==> src/rtl/ps2_pkg.sv <==
// Shared PS/2 definitions: FSM state encoding, default line timings and a
// debug view, used by the host transmitter and the keyboard receiver.
package ps2_pkg;

  // 100 us inhibit and 15 ms transfer limit at a 50 MHz system clock.
  localparam int PS2_INHIBIT_CYCLES = 5000;
  localparam int PS2_TIMEOUT_CYCLES = 750000;

  typedef enum logic [2:0] {
    PS2_IDLE      = 3'd0,
    PS2_INHIBIT   = 3'd1,
    PS2_RTS       = 3'd2,
    PS2_BITS      = 3'd3,
    PS2_ACK       = 3'd4,
    PS2_WAIT_IDLE = 3'd5
  } ps2_state_e;

  typedef struct packed {
    ps2_state_e state;
    logic [3:0] bit_cnt;
    logic       clk_fall;
    logic       data_fall;
  } ps2_host_dbg_t;

  function automatic int ps2_max(input int a, input int b);
    return (a > b) ? a : b;
  endfunction

endpackage

==> src/rtl/ps2_sync.sv <==
// Two-flop synchronizer for one PS/2 line plus a registered falling-edge
// detector; everything resets to the idle (high) line level.
module ps2_sync (
  input  logic clk,
  input  logic resetn,
  input  logic line_i,
  output logic sync_o,
  output logic fall_o
);

  logic [1:0] sync_q;
  logic       old_q;

  always_ff @(posedge clk or negedge resetn) begin
    if (!resetn) begin
      sync_q <= 2'b11;
      old_q  <= 1'b1;
    end else begin
      sync_q <= {sync_q[0], line_i};
      old_q  <= sync_q[1];
    end
  end

  assign sync_o = sync_q[1];
  assign fall_o = old_q & ~sync_q[1];

endmodule

==> src/rtl/ps2_host_tx.sv <==
// PS/2 host-to-device transmitter: inhibits the clock, issues request-to-send,
// shifts a byte plus odd parity on device clock edges and checks the ACK.
module ps2_host_tx
  import ps2_pkg::*;
#(
  parameter int INHIBIT_CYCLES = PS2_INHIBIT_CYCLES,
  parameter int TIMEOUT_CYCLES = PS2_TIMEOUT_CYCLES
) (
  input  logic          clk,
  input  logic          resetn,
  input  logic [7:0]    tx_data,
  input  logic          tx_valid,
  output logic          tx_ready,
  input  logic          ps2_clk,
  input  logic          ps2_data,
  output logic          ps2_clk_oe,
  output logic          ps2_data_oe,
  output logic          done,
  output logic          err,
  output ps2_host_dbg_t dbg_o
);

  localparam int CNT_MAX = ps2_max(INHIBIT_CYCLES, TIMEOUT_CYCLES);
  localparam int CNT_W   = $clog2(CNT_MAX + 1);
  localparam logic [CNT_W-1:0] CNT_ONE  = CNT_W'(1);
  localparam logic [CNT_W-1:0] INH_LAST = CNT_W'(INHIBIT_CYCLES - 1);
  localparam logic [CNT_W-1:0] TO_LAST  = CNT_W'(TIMEOUT_CYCLES - 1);

  logic clk_sync, clk_fall, data_sync, data_fall;

  ps2_sync u_sync_clk (
    .clk    (clk),
    .resetn (resetn),
    .line_i (ps2_clk),
    .sync_o (clk_sync),
    .fall_o (clk_fall)
  );

  ps2_sync u_sync_data (
    .clk    (clk),
    .resetn (resetn),
    .line_i (ps2_data),
    .sync_o (data_sync),
    .fall_o (data_fall)
  );

  ps2_state_e       state_q, state_d;
  logic [CNT_W-1:0] cnt_q, cnt_d;
  logic [3:0]       bit_cnt_q, bit_cnt_d;
  logic [7:0]       data_q, data_d;
  logic             parity_q, parity_d;
  logic             clk_oe_q, clk_oe_d;
  logic             data_oe_q, data_oe_d;
  logic             done_q, done_d;
  logic             err_q, err_d;
  logic             timed;

  // Handshake: a byte transfers on a cycle with tx_valid && tx_ready; tx_ready
  // is high only in IDLE, so tx_valid during a transfer is simply dropped.
  assign tx_ready = (state_q == PS2_IDLE);
  assign timed    = (state_q == PS2_RTS) || (state_q == PS2_BITS) || (state_q == PS2_ACK);

  always_comb begin
    state_d   = state_q;
    cnt_d     = cnt_q;
    bit_cnt_d = bit_cnt_q;
    data_d    = data_q;
    parity_d  = parity_q;
    clk_oe_d  = clk_oe_q;
    data_oe_d = data_oe_q;
    done_d    = 1'b0;
    err_d     = 1'b0;

    case (state_q)
      PS2_IDLE: begin
        clk_oe_d  = 1'b0;
        data_oe_d = 1'b0;
        cnt_d     = '0;
        bit_cnt_d = '0;
        if (tx_valid) begin
          data_d   = tx_data;
          parity_d = ~^tx_data;
          clk_oe_d = 1'b1;
          state_d  = PS2_INHIBIT;
        end
      end
      PS2_INHIBIT: begin
        if (cnt_q == INH_LAST) begin
          cnt_d     = '0;
          clk_oe_d  = 1'b0;
          data_oe_d = 1'b1;
          state_d   = PS2_RTS;
        end else begin
          cnt_d = cnt_q + CNT_ONE;
        end
      end
      PS2_RTS: state_d = PS2_BITS;
      PS2_BITS: begin
        // Edges 1..8 put data LSB first, edge 9 parity, edge 10 frees the stop bit.
        if (clk_fall) begin
          bit_cnt_d = bit_cnt_q + 4'd1;
          if (bit_cnt_q < 4'd8) begin
            data_oe_d = ~data_q[bit_cnt_q[2:0]];
          end else if (bit_cnt_q == 4'd8) begin
            data_oe_d = ~parity_q;
          end else begin
            data_oe_d = 1'b0;
            state_d   = PS2_ACK;
          end
        end
      end
      PS2_ACK: begin
        if (clk_fall) begin
          if (!data_sync) begin
            state_d = PS2_WAIT_IDLE;
          end else begin
            err_d   = 1'b1;
            state_d = PS2_IDLE;
          end
        end
      end
      PS2_WAIT_IDLE: begin
        if (clk_sync && data_sync) begin
          done_d  = 1'b1;
          state_d = PS2_IDLE;
        end
      end
      default: state_d = PS2_IDLE;
    endcase

    // The transfer watchdog runs from RTS until the ACK edge and overrides all else.
    if (timed) begin
      if (cnt_q == TO_LAST) begin
        state_d   = PS2_IDLE;
        clk_oe_d  = 1'b0;
        data_oe_d = 1'b0;
        done_d    = 1'b0;
        err_d     = 1'b1;
        cnt_d     = '0;
      end else begin
        cnt_d = cnt_q + CNT_ONE;
      end
    end
  end

  always_ff @(posedge clk or negedge resetn) begin
    if (!resetn) begin
      state_q   <= PS2_IDLE;
      cnt_q     <= '0;
      bit_cnt_q <= '0;
      data_q    <= '0;
      parity_q  <= 1'b0;
      clk_oe_q  <= 1'b0;
      data_oe_q <= 1'b0;
      done_q    <= 1'b0;
      err_q     <= 1'b0;
    end else begin
      state_q   <= state_d;
      cnt_q     <= cnt_d;
      bit_cnt_q <= bit_cnt_d;
      data_q    <= data_d;
      parity_q  <= parity_d;
      clk_oe_q  <= clk_oe_d;
      data_oe_q <= data_oe_d;
      done_q    <= done_d;
      err_q     <= err_d;
    end
  end

  assign ps2_clk_oe  = clk_oe_q;
  assign ps2_data_oe = data_oe_q;
  assign done        = done_q;
  assign err         = err_q;
  assign dbg_o       = '{state: state_q, bit_cnt: bit_cnt_q, clk_fall: clk_fall, data_fall: data_fall};

endmodule

==> config.mk <==
export PLATFORM = sky130hd
export DESIGN_NAME = ps2_host_tx
export DESIGN_NICKNAME = d
export VERILOG_FILES = /design/src/rtl/ps2_pkg.sv /design/src/rtl/ps2_sync.sv /design/src/rtl/ps2_host_tx.sv
export SDC_FILE = /design/constraint.sdc
export NUM_CORES = 1
export LEC_CHECK = 0
export CAP_MARGIN = 20
export CORE_MARGIN = 4
export CORE_UTILIZATION = 45
export CTS_CLUSTER_DIAMETER = 200
export CTS_CLUSTER_SIZE = 25
export DETAILED_ROUTE_END_ITERATION = 7
export HOLD_SLACK_MARGIN = 0.1
export MAX_ROUTING_LAYER = met4
export PLACE_DENSITY = 0.78
export SLEW_MARGIN = 20
export SYNTH_ARGS = -nofsm -noshare
export SYNTH_HDL_FRONTEND = slang
export SYNTH_HIERARCHICAL = 1
export SYNTH_SLANG_ARGS = --single-unit
==> constraint.sdc <==
create_clock -name clk -period 5.2 [get_ports clk]
set_input_delay 1.56 -clock clk [delete_from_list [all_inputs] [get_ports clk]]
set_output_delay 1.56 -clock clk [all_outputs]
set_load 0.05 [all_outputs]
* Word level (Yosys, flattened, before mapping)
Cells that the tools add are included.
** Cells by class
- $add $sub $neg :: 2
- $lt $le $gt $ge :: 2
- Equal/unequal tests :: 9
- Muxes and demuxes :: 40
- Bitwise logic cells :: 6
- Reductions and logical operators :: 9
** Operator list (number)
- 20-bit 2-to-1 mux :: 3
- 20-bit one-hot mux with 2 select lines :: 1
- 3-bit 2-to-1 mux :: 10
- 20-bit by 1-bit adder with 20-bit output (second input constant) :: 1
- 20-bit by 13-bit equality test with 1-bit output (second input constant) :: 1
- 20-bit equality test (second input constant) :: 1
- 1-bit 2-to-1 mux :: 20
- 3-bit one-hot mux with 6 select lines :: 1
- 4-bit one-hot mux with 2 select lines :: 1
- 8-bit XNOR reduction :: 1
- 3-bit by 2-bit equality test with 1-bit output (second input constant) :: 2
- 3-bit equality test (second input constant) :: 2
- 4-bit by 1-bit adder with 4-bit output (second input constant) :: 1
- 4-bit equality test (second input constant) :: 1
- 3-bit by 4-bit < comparator with 1-bit output (second input constant) :: 1
- 4-bit < comparator (second input constant) :: 1
- 4-bit 2-to-1 mux :: 1
- 1-bit NOT :: 4
- 2-bit AND reduction :: 2
- 1-bit binary-select mux with 3-bit select :: 1
- 3-bit by 1-bit equality test with 1-bit output (second input constant) :: 1
- 3-bit logical NOT :: 1
- 1-bit one-hot mux with 3 select lines :: 1
- 3-bit nonzero test :: 1
- 6 further kinds :: 8
** Word-level totals
- Register bits :: 46
- Input bits :: 13

* Longest topological paths before layout
Gate-level depths: netlist of the first run.
- Depth after elaboration :: 8
- Mapped depth :: 7

* By module
The synthesis of the first run kept the hierarchy.
** Modules (own cells, without submodules)
- ps2_host_tx :: times used 1, cells each 219, area each 2209.6 um^2
- ps2_sync :: times used 2, cells each 4, area each 92.6 um^2

* Least setup slack after synthesis of the first run
OpenSTA, ideal clock, no wires.
- Path type :: register to output
- From :: register state_q[1]
- To :: output tx_ready
- Arrival :: 2217 ps
- Required time :: 3640 ps
- Slack :: 1423 ps
- Stages on the path, launching flop included :: 3
- Buffers on the path :: 1
- Cells stage by stage :: dfrtp_1 clkbuf_1 nor3_1
** On the way
- Longest elaborated chain between the ends :: 1
** Ends and longest elaborated chain
- from (decl) :: RTL line ps2_host_tx.sv:47 : ps2_state_e state_q, state_d;
- from (signal assigned) :: RTL line ps2_host_tx.sv:158 : state_q <= state_d;
- 3-bit logical NOT :: RTL line ps2_host_tx.sv:60 : assign tx_ready = (state_q == PS2_IDLE);
- to (decl) :: RTL line ps2_host_tx.sv:13 : output logic tx_ready,
No other way between the ends.

* Worst setup path after layout of the first run
- From :: register state_q[0]
- To :: output tx_ready
Same word-level chain as after synthesis.

==> results of run 1 <==
final timing paths:
check,from,to,slack [ps],cells after the start
setup / recovery,state_q[0],tx_ready,1200,2
hold / removal,u_sync_clk/sync_q[0],u_sync_clk/sync_q[1],370,0
setup reg to reg,cnt_q[6],cnt_q[18],2620,5
hold reg to reg,u_sync_clk/sync_q[0],u_sync_clk/sync_q[1],370,0
max in group asynchronous,resetn,u_sync_clk/sync_q[0],3550,1
min in group asynchronous,resetn,state_q[0],1250,1
sequential cells by signal, indices dropped and copies added, names as in the netlist:
signal,flops
cnt_q,20
data_q,8
bit_cnt_q,4
state_q,3
u_sync_clk/sync_q,2
u_sync_data/sync_q,2
done,1
err,1
parity_q,1
ps2_clk_oe,1
ps2_data_oe,1
u_sync_clk/old_q,1
u_sync_data/old_q,1
through the flow:
| step | hold slack [ps] | cell area [sq um] |
|---|---|---|
| after floorplan | 345.2 | 2395 |
| after global placement | 363.3 | 2681 |
| after detailed placement | 367.5 | 2681 |
| after CTS | 374.8 | 2768 |
| after global routing | 366.3 | 2770 |
| final | 366.8 | 2770 |
placed cells by master, fill, tap and decap left out, types with 2 or more instances in the layout:
cell type / instances
a21oi_1: 8
dfstp_2: 6
mux2_2: 9
and3_1: 2
nand4_1: 9
nor2b_4: 2
or4_1: 3
o21ai_0: 7
clkdlybuf4s50_1: 25
nor4_1: 3
o21a_1: 2
xnor2_1: 9
inv_1: 5
xor2_1: 15
o22a_1: 2
nand3b_1: 3
nor2_1: 28
nor2b_1: 2
dfrtp_1: 40
nand2_1: 18
nand3_1: 8
mux4_2: 2
ha_1: 3
a211oi_1: 4
clkbuf_8: 5
nor3_1: 6
report_power, final:
| group | leakage (uW) | switching [uW] | total (uW) | internal (uW) |
|---|---|---|---|---|
| logic | 0.000578 | 64.3 | 132 | 67.7 |
| clock network | 0.0000452 | 120 | 215 | 95.0 |
| registers | 0.000586 | 44.6 | 446 | 401 |
| total | 0.00121 | 229 | 793 | 564 |
routing by layer:
metal / track usage [%] / part of all wire, % / up-vias / routed length, microns
met5: - / 0 / - / 0
met4: 4.223 / 1.3 / 0 / 61
met3: 2.661 / 3.0 / 5 / 140
met2: 27.09 / 49 / 29 / 2281
met1: 21.37 / 47 / 856 / 2203
li1: - / - / 856 / -
kinds of logic after synthesis:
family                   count (synthesis)  share of synthesized area [%]
AND/OR/NAND/NOR                         95                          21.16
flip-flops                              46                          48.38
AO/OA/AOI/OAI                           35                          10.87
XOR/XNOR                                24                          8.778
buffers and inverters                   13                          3.135
multiplexers                            11                          6.113
adder cells (fa/ha/maj)                  3                          1.568
area by class of cell:
cell class | instances | share of cell area, %
Timing Repair Buffer | 26 | 9.304
Multi-Input combinational cell | 168 | 41.91
Inverter | 5 | 0.6775
Tap cell | 70 | 3.162
Clock buffer | 6 | 2.620
Clock inverter | 2 | 0.4968
Sequential cell | 46 | 41.82
==> flow_metrics.py, run 1 <==
metrics = {
    "layout": {
        "drive_above_1_share_pct": 14.62,
        "fin_util_pct": 53.89,
        "ff_latch_area_sq_um": 1159,
        "layout.cells.non_filler": 323,
        "multi_input_area_sq_um": 1161,
        "num_antenna_cells": 0,
        "area_delta_synth_final_pct": 15.67,
        "n_fill_cell": 496,
        "nNetsFinal": 268,
    },
    "worst_setup_path": {
        "arrival_ps": 2440,
        "path_cells": "nor3_1, clkdlybuf4s50_1",
        "worstSetupStartpointType": "flop",
        "crit_type": "reg -> out",
        "cp-end-kind": "primary output",
        "cp_max_fo": 16,
        "max_stage_delay_ps": 930,
        "crit_required_ps": 3640,
        "cp_slowest_cell": "clkdlybuf4s50_1",
        "path_buf_inv": 1,
        "crit_family": "buffers and inverters",
    },
    "place": {
        "pre_cts_slack_ps": 1570,
        "dp_hpwl_microns": 3324,
        "numPortBuffers": 26,
        "gp_congestion": 0.8613,
        "placed_cells": 315,
    },
    "clock_tree": {
        "insertion_delay_ps": 300,
        "clock_sinks": 46,
        "htreeDepth": 2,
        "clk_pin_slew_worst_paths_ps": 90,
        "cts_buffers": 5,
        "cts_tree": "built",
        "post_cts_buffers": 0,
        "cts_root_buffer": "clkbuf_8",
        "cts_buffer_depth": 2,
        "postCtsResizedCells": 0,
        "hold_buffers": 0,
    },
    "die": {
        "initial_core_util_pct": 46.59,
        "die_y_microns": 80.95,
        "io_pins": 27,
        "core_area_sq_um": 5140,
        "die_w_microns": 80.95,
        "die_area_sq_um": 6553,
        "rows": 26,
    },
    "global_routing": {
        "antenna_found_initial": 0,
        "grt_remaining_overflow": 0,
        "grt_pass1_wl_microns": 8238,
        "grtUsageTotal_pct": 16.51,
        "grt_max_degree": 47,
        "grt_pass1_vias": 1761,
    },
    "power_and_ir_drop": {
        "p_leak_uw": 0.001209,
        "p_per_area_nw_per_um2": 286.2,
        "p_total_uw": 792.8,
        "peakVddDrop_mv": 0.1598,
    },
    "hold_path": {
        "min_path_type": "reg -> reg",
    },
    "sta": {
        "tightestPinTransition_ps": 694.6,
        "setup_viol": 0,
        "period_share_pct": 76.89,
        "rsz0062_at_grt": "no",
        "fmax_mhz": 250.1,
        "skew_ps": 12.48,
        "setup_slack_ps": 1202,
        "finalSetupTns_ps": 0,
        "post-route-min-period_ps": 3999,
        "hold_viol": 0,
        "slew_viol_final": 0,
        "slew_headroom_pct": 53.34,
    },
    "yosys": {
        "synth.most_common_cell": "dfrtp_1",
        "yosysTopAreaCell": "dfrtp_1",
        "async_reset_ff_share_pct": 100.0,
        "syn_avg_cell_area_sq_um": 10.55,
        "syn_nets": 243,
        "synth_area_leaders": "dfrtp_1, dfstp_2, xor2_1, nor2_1, mux2_2",
        "synth_area_sq_um": 2395,
        "ys_warn_count": 6,
        "synth_seq_area_share_pct": 48.38,
        "synth_edf_count": 0,
        "synth_flop_cell": "dfrtp_1",
        "ys_seq_elements": 46,
        "synth_top_area_share_pct": 41.80,
        "synth_common_cells": "dfrtp_1, nor2_1, nand2_1",
        "synthDistinctLibCells": 50,
        "syn_inst": 227,
    },
    "routing": {
        "num_vias": 1746,
        "wl_per_cell_microns": 14.51,
        "drtPass1Iterations": 4,
        "viasPerCell": 5.406,
        "final_antenna_net_count": 0,
        "wl_microns": 4686,
        "drc": 0,
        "dr.first_iter.drc_count": 83,
    },
    "status": {
        "run_status": "finished clean",
    },
    "job": {
        "cap_viol_max_count": 0,
    },
}
(Power assumes the default switching activity.)
==> run 2: changes to the inputs <==
--- a/config.mk
+++ b/config.mk
@@ -13,7 +13,7 @@
 export DETAILED_ROUTE_END_ITERATION = 7
 export HOLD_SLACK_MARGIN = 0.1
 export MAX_ROUTING_LAYER = met4
-export PLACE_DENSITY = 0.78
+export PLACE_DENSITY = 0.81
 export SLEW_MARGIN = 20
 export SYNTH_ARGS = -nofsm -noshare
 export SYNTH_HDL_FRONTEND = slang
==> constraint.sdc (replaced) <==
create_clock -name clk -period 3.64 [get_ports clk]
set_input_delay 1.092 -clock clk [delete_from_list [all_inputs] [get_ports clk]]
set_output_delay 1.092 -clock clk [all_outputs]
set_load 0.05 [all_outputs]
==> flow_metrics.py, run 2 (synthesis gave the netlist of run 1 again) <==
metrics = {
    "sta": {
        "skew_ps": 13.94,
        "rsz0062_at_grt": "no",
        "fmax_mhz": 317.4,
        "whs_ps": 358.3,
        "post-route-min-period_ps": 3151,
        "finalSetupTns_ps": 0,
        "hold_viol": 0,
        "slew_viol_final": 0,
        "tightestPinTransition_ps": 729.6,
        "slew_headroom_pct": 50.91,
        "setup_viol": 0,
        "period_share_pct": 86.55,
    },
    "layout": {
        "top_regs": "cnt_q x20, data_q x8, bit_cnt_q x4",
        "area_delta_synth_final_pct": 16.51,
        "nNetsFinal": 270,
        "layout.cells.non_filler": 325,
        "drive_above_1_share_pct": 15.29,
        "layout_common_cells": "dfrtp_1, nor2_1, clkdlybuf4s50_1",
        "n_fill_cell": 486,
        "fin_util_pct": 54.28,
        "num_antenna_cells": 0,
        "final_common_cell": "dfrtp_1",
        "largest_reg_flops": 20,
        "top_register": "cnt_q",
    },
    "worst_setup_path": {
        "critPathLaunch": "state_q[2]",
        "cp_max_fo": 14,
        "arrival_ps": 2060,
        "r2r_start": "cnt_q[0]",
        "cp-endpoint": "tx_ready",
        "r2r_slack_ps": 1060,
        "crit_type": "reg -> out",
        "worstSetupStartpointType": "flop",
        "reg2reg_to": "cnt_q[13]",
        "cp-end-kind": "primary output",
        "worst_r2r_path_depth": 6,
        "crit_required_ps": 2550,
    },
    "power_and_ir_drop": {
        "p_total_uw": 1140,
        "p_leak_uw": 0.001222,
        "peakVddDrop_mv": 0.3231,
        "p_per_area_nw_per_um2": 408.6,
    },
    "clock_tree": {
        "cts_buffer_depth": 2,
        "hold_buffers": 0,
        "postCtsResizedCells": 0,
        "cts_tree": "built",
        "cts_root_buffer": "clkbuf_8",
        "clock_sinks": 46,
        "htreeDepth": 2,
        "cts_buffers": 5,
        "clk_pin_slew_worst_paths_ps": 90,
        "insertion_delay_ps": 300,
        "post_cts_buffers": 0,
    },
    "die": {
        "io_pins": 27,
        "initial_core_util_pct": 46.59,
        "rows": 26,
        "die_w_microns": 80.95,
        "die_area_sq_um": 6553,
        "core_area_sq_um": 5140,
        "die_y_microns": 80.95,
    },
    "global_routing": {
        "grt_max_degree": 47,
        "grt_pass1_vias": 1706,
        "grt_pass1_wl_microns": 8259,
        "grt_remaining_overflow": 0,
        "grtUsageTotal_pct": 16.67,
        "antenna_found_initial": 0,
    },
    "routing": {
        "dr.first_iter.drc_count": 117,
        "wl_microns": 4814,
        "num_vias": 1774,
        "final_antenna_net_count": 0,
        "drc": 0,
        "viasPerCell": 5.458,
        "drtPass1Iterations": 4,
        "wl_per_cell_microns": 14.81,
    },
    "place": {
        "dp_hpwl_microns": 3441,
        "numPortBuffers": 26,
        "placed_cells": 317,
        "gp_congestion": 0.8463,
    },
    "hold_path": {
        "whs_path_depth": 0,
        "hold_start": "u_sync_clk/sync_q[0]",
        "min_path_type": "reg -> reg",
    },
    "job": {
        "cap_viol_max_count": 0,
    },
    "status": {
        "run_status": "finished clean",
    },
}
[run 2: cell types whose count changed in the layout (fill, tap and decap cells not counted)]
cell / before / now
clkbuf_8: 5 / 6
buf_4: 1 / 3
clkinv_4: 1 / 0
[run 2: worst min-delay path by stage]
stage / end / slack, ps
after floorplan: u_sync_clk/sync_q[1] / 350
after global placement: u_sync_data/sync_q[1] / 350
after detailed placement: u_sync_clk/sync_q[1] / 350
after CTS: u_sync_clk/sync_q[1] / 360
after global routing: u_sync_clk/sync_q[1] / 370
final: u_sync_clk/sync_q[1] / 360
[run 2: power by group]
part | switching, uW | total (uW) | internal [uW]
clock network | 164 | 318 | 153
logic | 90.9 | 187 | 96.4
registers | 62.3 | 635 | 573
[run 2: routing by layer]
metal  vias up  track usage, %  wire length [microns]
li1        864               -                      -
met1       875           22.28                   2241
met2        28           26.03                   2363
met3         7           2.328                    146
met4         0           5.912                     63
met5         -               -                      0
[run 2: through the flow]
stage	setup WS (ps)	instance area (sq um)
global route	374.5	2790
detailed placement	840.1	2696
global placement	842.5	2696
floorplan	330.6	2395
CTS	500.6	2788
finish	489.4	2790
[run 2: cell type report]
cell class,count,area [sq um],share of cell area [%]
multi-input combinational,168,1161,41.61
sequential,46,1159,41.52
timing repair buffer,28,272.8,9.776
tap,70,87.58,3.139
clock buffer,7,86.33,3.094
inverter,5,18.77,0.6726
clock inverter,1,5.005,0.1794
[run 2: critical path, stage by stage, from the launching register on]
cell,delay (ps)
dfrtp_1,530
nor3_1,240
buf_4,180
clkdlybuf4s50_1,810
==> run 3: changes to the inputs <==
--- a/config.mk
+++ b/config.mk
@@ -5,7 +5,7 @@
 export SDC_FILE = /design/constraint.sdc
 export NUM_CORES = 1
 export LEC_CHECK = 0
-export CAP_MARGIN = 20
+export CAP_MARGIN = 10
 export CORE_MARGIN = 4
 export CORE_UTILIZATION = 45
 export CTS_CLUSTER_DIAMETER = 200
@@ -14,7 +14,6 @@
 export HOLD_SLACK_MARGIN = 0.1
 export MAX_ROUTING_LAYER = met4
 export PLACE_DENSITY = 0.81
-export SLEW_MARGIN = 20
 export SYNTH_ARGS = -nofsm -noshare
 export SYNTH_HDL_FRONTEND = slang
 export SYNTH_HIERARCHICAL = 1
==> flow_metrics.py, run 3 (synthesis gave the netlist of run 1 again) <==
metrics = {
    "routing": {
        "drtPass1Iterations": 4,
        "dr.first_iter.drc_count": 117,
        "wl_per_cell_microns": 14.81,
        "wl_microns": 4813,
        "viasPerCell": 5.462,
        "num_vias": 1775,
        "final_antenna_net_count": 0,
        "drc": 0,
    },
    "global_routing": {
        "grt_pass1_wl_microns": 8259,
        "use_met2_pct": 26.03,
        "globalRouteMet1Util_pct": 22.28,
        "grt_max_degree": 47,
        "busiest_layer": "met2",
        "grt_pass1_vias": 1706,
        "grtUsageTotal_pct": 16.67,
        "antenna_found_initial": 0,
        "grt_remaining_overflow": 0,
        "gr-usage-met3_pct": 2.328,
    },
    "layout": {
        "top_register": "cnt_q",
        "layout.cells.non_filler": 325,
        "top_regs": "cnt_q x20, data_q x8, bit_cnt_q x4",
        "nNetsFinal": 270,
        "num_antenna_cells": 0,
        "drive_above_1_share_pct": 15.29,
        "final_common_cell": "dfrtp_1",
        "layout_common_cells": "dfrtp_1, nor2_1, clkdlybuf4s50_1",
        "fin_area_sq_um": 2788,
        "largest_reg_flops": 20,
        "n_fill_cell": 486,
        "area_delta_synth_final_pct": 16.41,
        "ff_latch_area_sq_um": 1159,
        "multi_input_area_sq_um": 1161,
    },
    "sta": {
        "setup_viol": 0,
        "tightestPinTransition_ps": 996.5,
        "fmax_mhz": 317.4,
        "finalSetupTns_ps": 0,
        "skew_ps": 13.94,
        "slew_headroom_pct": 33.57,
        "hold_viol": 0,
        "rsz0062_at_grt": "no",
        "post-route-min-period_ps": 3151,
        "slew_viol_final": 0,
        "period_share_pct": 86.55,
    },
    "worst_setup_path": {
        "r2r_start": "cnt_q[0]",
        "cp-endpoint": "tx_ready",
        "r2r_slack_ps": 1060,
        "arrival_ps": 2060,
        "reg2reg_to": "cnt_q[13]",
        "cp_max_fo": 14,
        "cp_slowest_cell": "clkdlybuf4s50_1",
        "worstSetupStartpointType": "flop",
        "worst_r2r_path_depth": 6,
        "crit_required_ps": 2550,
        "critPathLaunch": "state_q[2]",
        "cp-end-kind": "primary output",
        "crit_type": "reg -> out",
        "max_stage_delay_ps": 810,
        "path_cells": "nor3_1, buf_4, clkdlybuf4s50_1",
    },
    "power_and_ir_drop": {
        "p_leak_uw": 0.001221,
        "p_total_uw": 1140,
        "p_per_area_nw_per_um2": 408.9,
        "peakVddDrop_mv": 0.3231,
    },
    "die": {
        "rows": 26,
        "die_area_sq_um": 6553,
        "io_pins": 27,
        "core_area_sq_um": 5140,
        "initial_core_util_pct": 46.59,
        "die_w_microns": 80.95,
        "die_y_microns": 80.95,
    },
    "status": {
        "run_status": "finished clean",
    },
    "clock_tree": {
        "cts_root_buffer": "clkbuf_8",
        "cts_buffers": 5,
        "cts_buffer_depth": 2,
        "hold_buffers": 0,
        "htreeDepth": 2,
        "clock_sinks": 46,
        "postCtsResizedCells": 0,
        "post_cts_buffers": 0,
        "clk_pin_slew_worst_paths_ps": 90,
        "insertion_delay_ps": 300,
        "cts_tree": "built",
    },
    "place": {
        "dp_hpwl_microns": 3441,
        "placed_cells": 317,
        "gp_congestion": 0.8463,
        "numPortBuffers": 26,
        "place_area_sq_um": 2696,
    },
    "job": {
        "cap_viol_max_count": 0,
    },
    "hold_path": {
        "min_path_type": "reg -> reg",
    },
}
[run 3: changes by cell type in the layout (fill, tap and decap cells not counted)]
cell	before	now
buf_2	0	1
buf_4	3	2
[run 3: through the flow]
| step | hold WS [ps] | setup WS [ps] | util [%] |
|---|---|---|---|
| 2_1_floorplan | 345.2 | 330.6 | - |
| 3_3_place_gp | 346.7 | 842.5 | 52.46 |
| 3_5_place_dp | 346.8 | 840.1 | 52.46 |
| 4_1_cts | 359.0 | 500.6 | 54.24 |
| 5_1_grt | 367.9 | 374.5 | 54.24 |
| 6_report | 358.3 | 489.4 | 54.24 |
[run 3: worst min-delay path by stage]
stage | from | endpoint | slack (ps) | cells after the start
finish | u_sync_clk/sync_q[0] | u_sync_clk/sync_q[1] | 360 | 0
global route | u_sync_clk/sync_q[0] | u_sync_clk/sync_q[1] | 370 | 0
CTS | u_sync_clk/sync_q[0] | u_sync_clk/sync_q[1] | 360 | 0
detailed placement | u_sync_clk/sync_q[0] | u_sync_clk/sync_q[1] | 350 | 0
global placement | u_sync_data/sync_q[0] | u_sync_data/sync_q[1] | 350 | 0
floorplan | u_sync_clk/sync_q[0] | u_sync_clk/sync_q[1] | 350 | 0
[run 3: cell type report]
| cell class | instances | share of cell area [%] |
|---|---|---|
| Clock buffer | 7 | 3.097 |
| Clock inverter | 1 | 0.1795 |
| Inverter | 5 | 0.6733 |
| Multi-Input combinational cell | 168 | 41.65 |
| Sequential cell | 46 | 41.56 |
| Tap cell | 70 | 3.142 |
| Timing Repair Buffer | 28 | 9.695 |
[run 3: layer usage]
| metal | part of all wire (%) | wire length [microns] | vias to the layer above |
|---|---|---|---|
| met5 | 0 | 0 | - |
| met4 | 1.3 | 63 | 0 |
| met3 | 3.0 | 146 | 7 |
| met2 | 49 | 2361 | 28 |
| met1 | 47 | 2242 | 876 |
| li1 | - | - | 864 |
[run 3: worst max-delay path: cells and delay by family, from the launching register on]
| family | cells | cell delay (ps) |
|---|---|---|
| buf+inv | 2 | 990 |
| flops | 1 | 530 |
| simple gates | 1 | 240 |
[run 3: report_power, final]
group          total (uW)  switching, uW  internal [uW]
combinational         187           91.0           96.1
sequential            635           62.3            573
clock                 318            164            153
total                1140            318            822
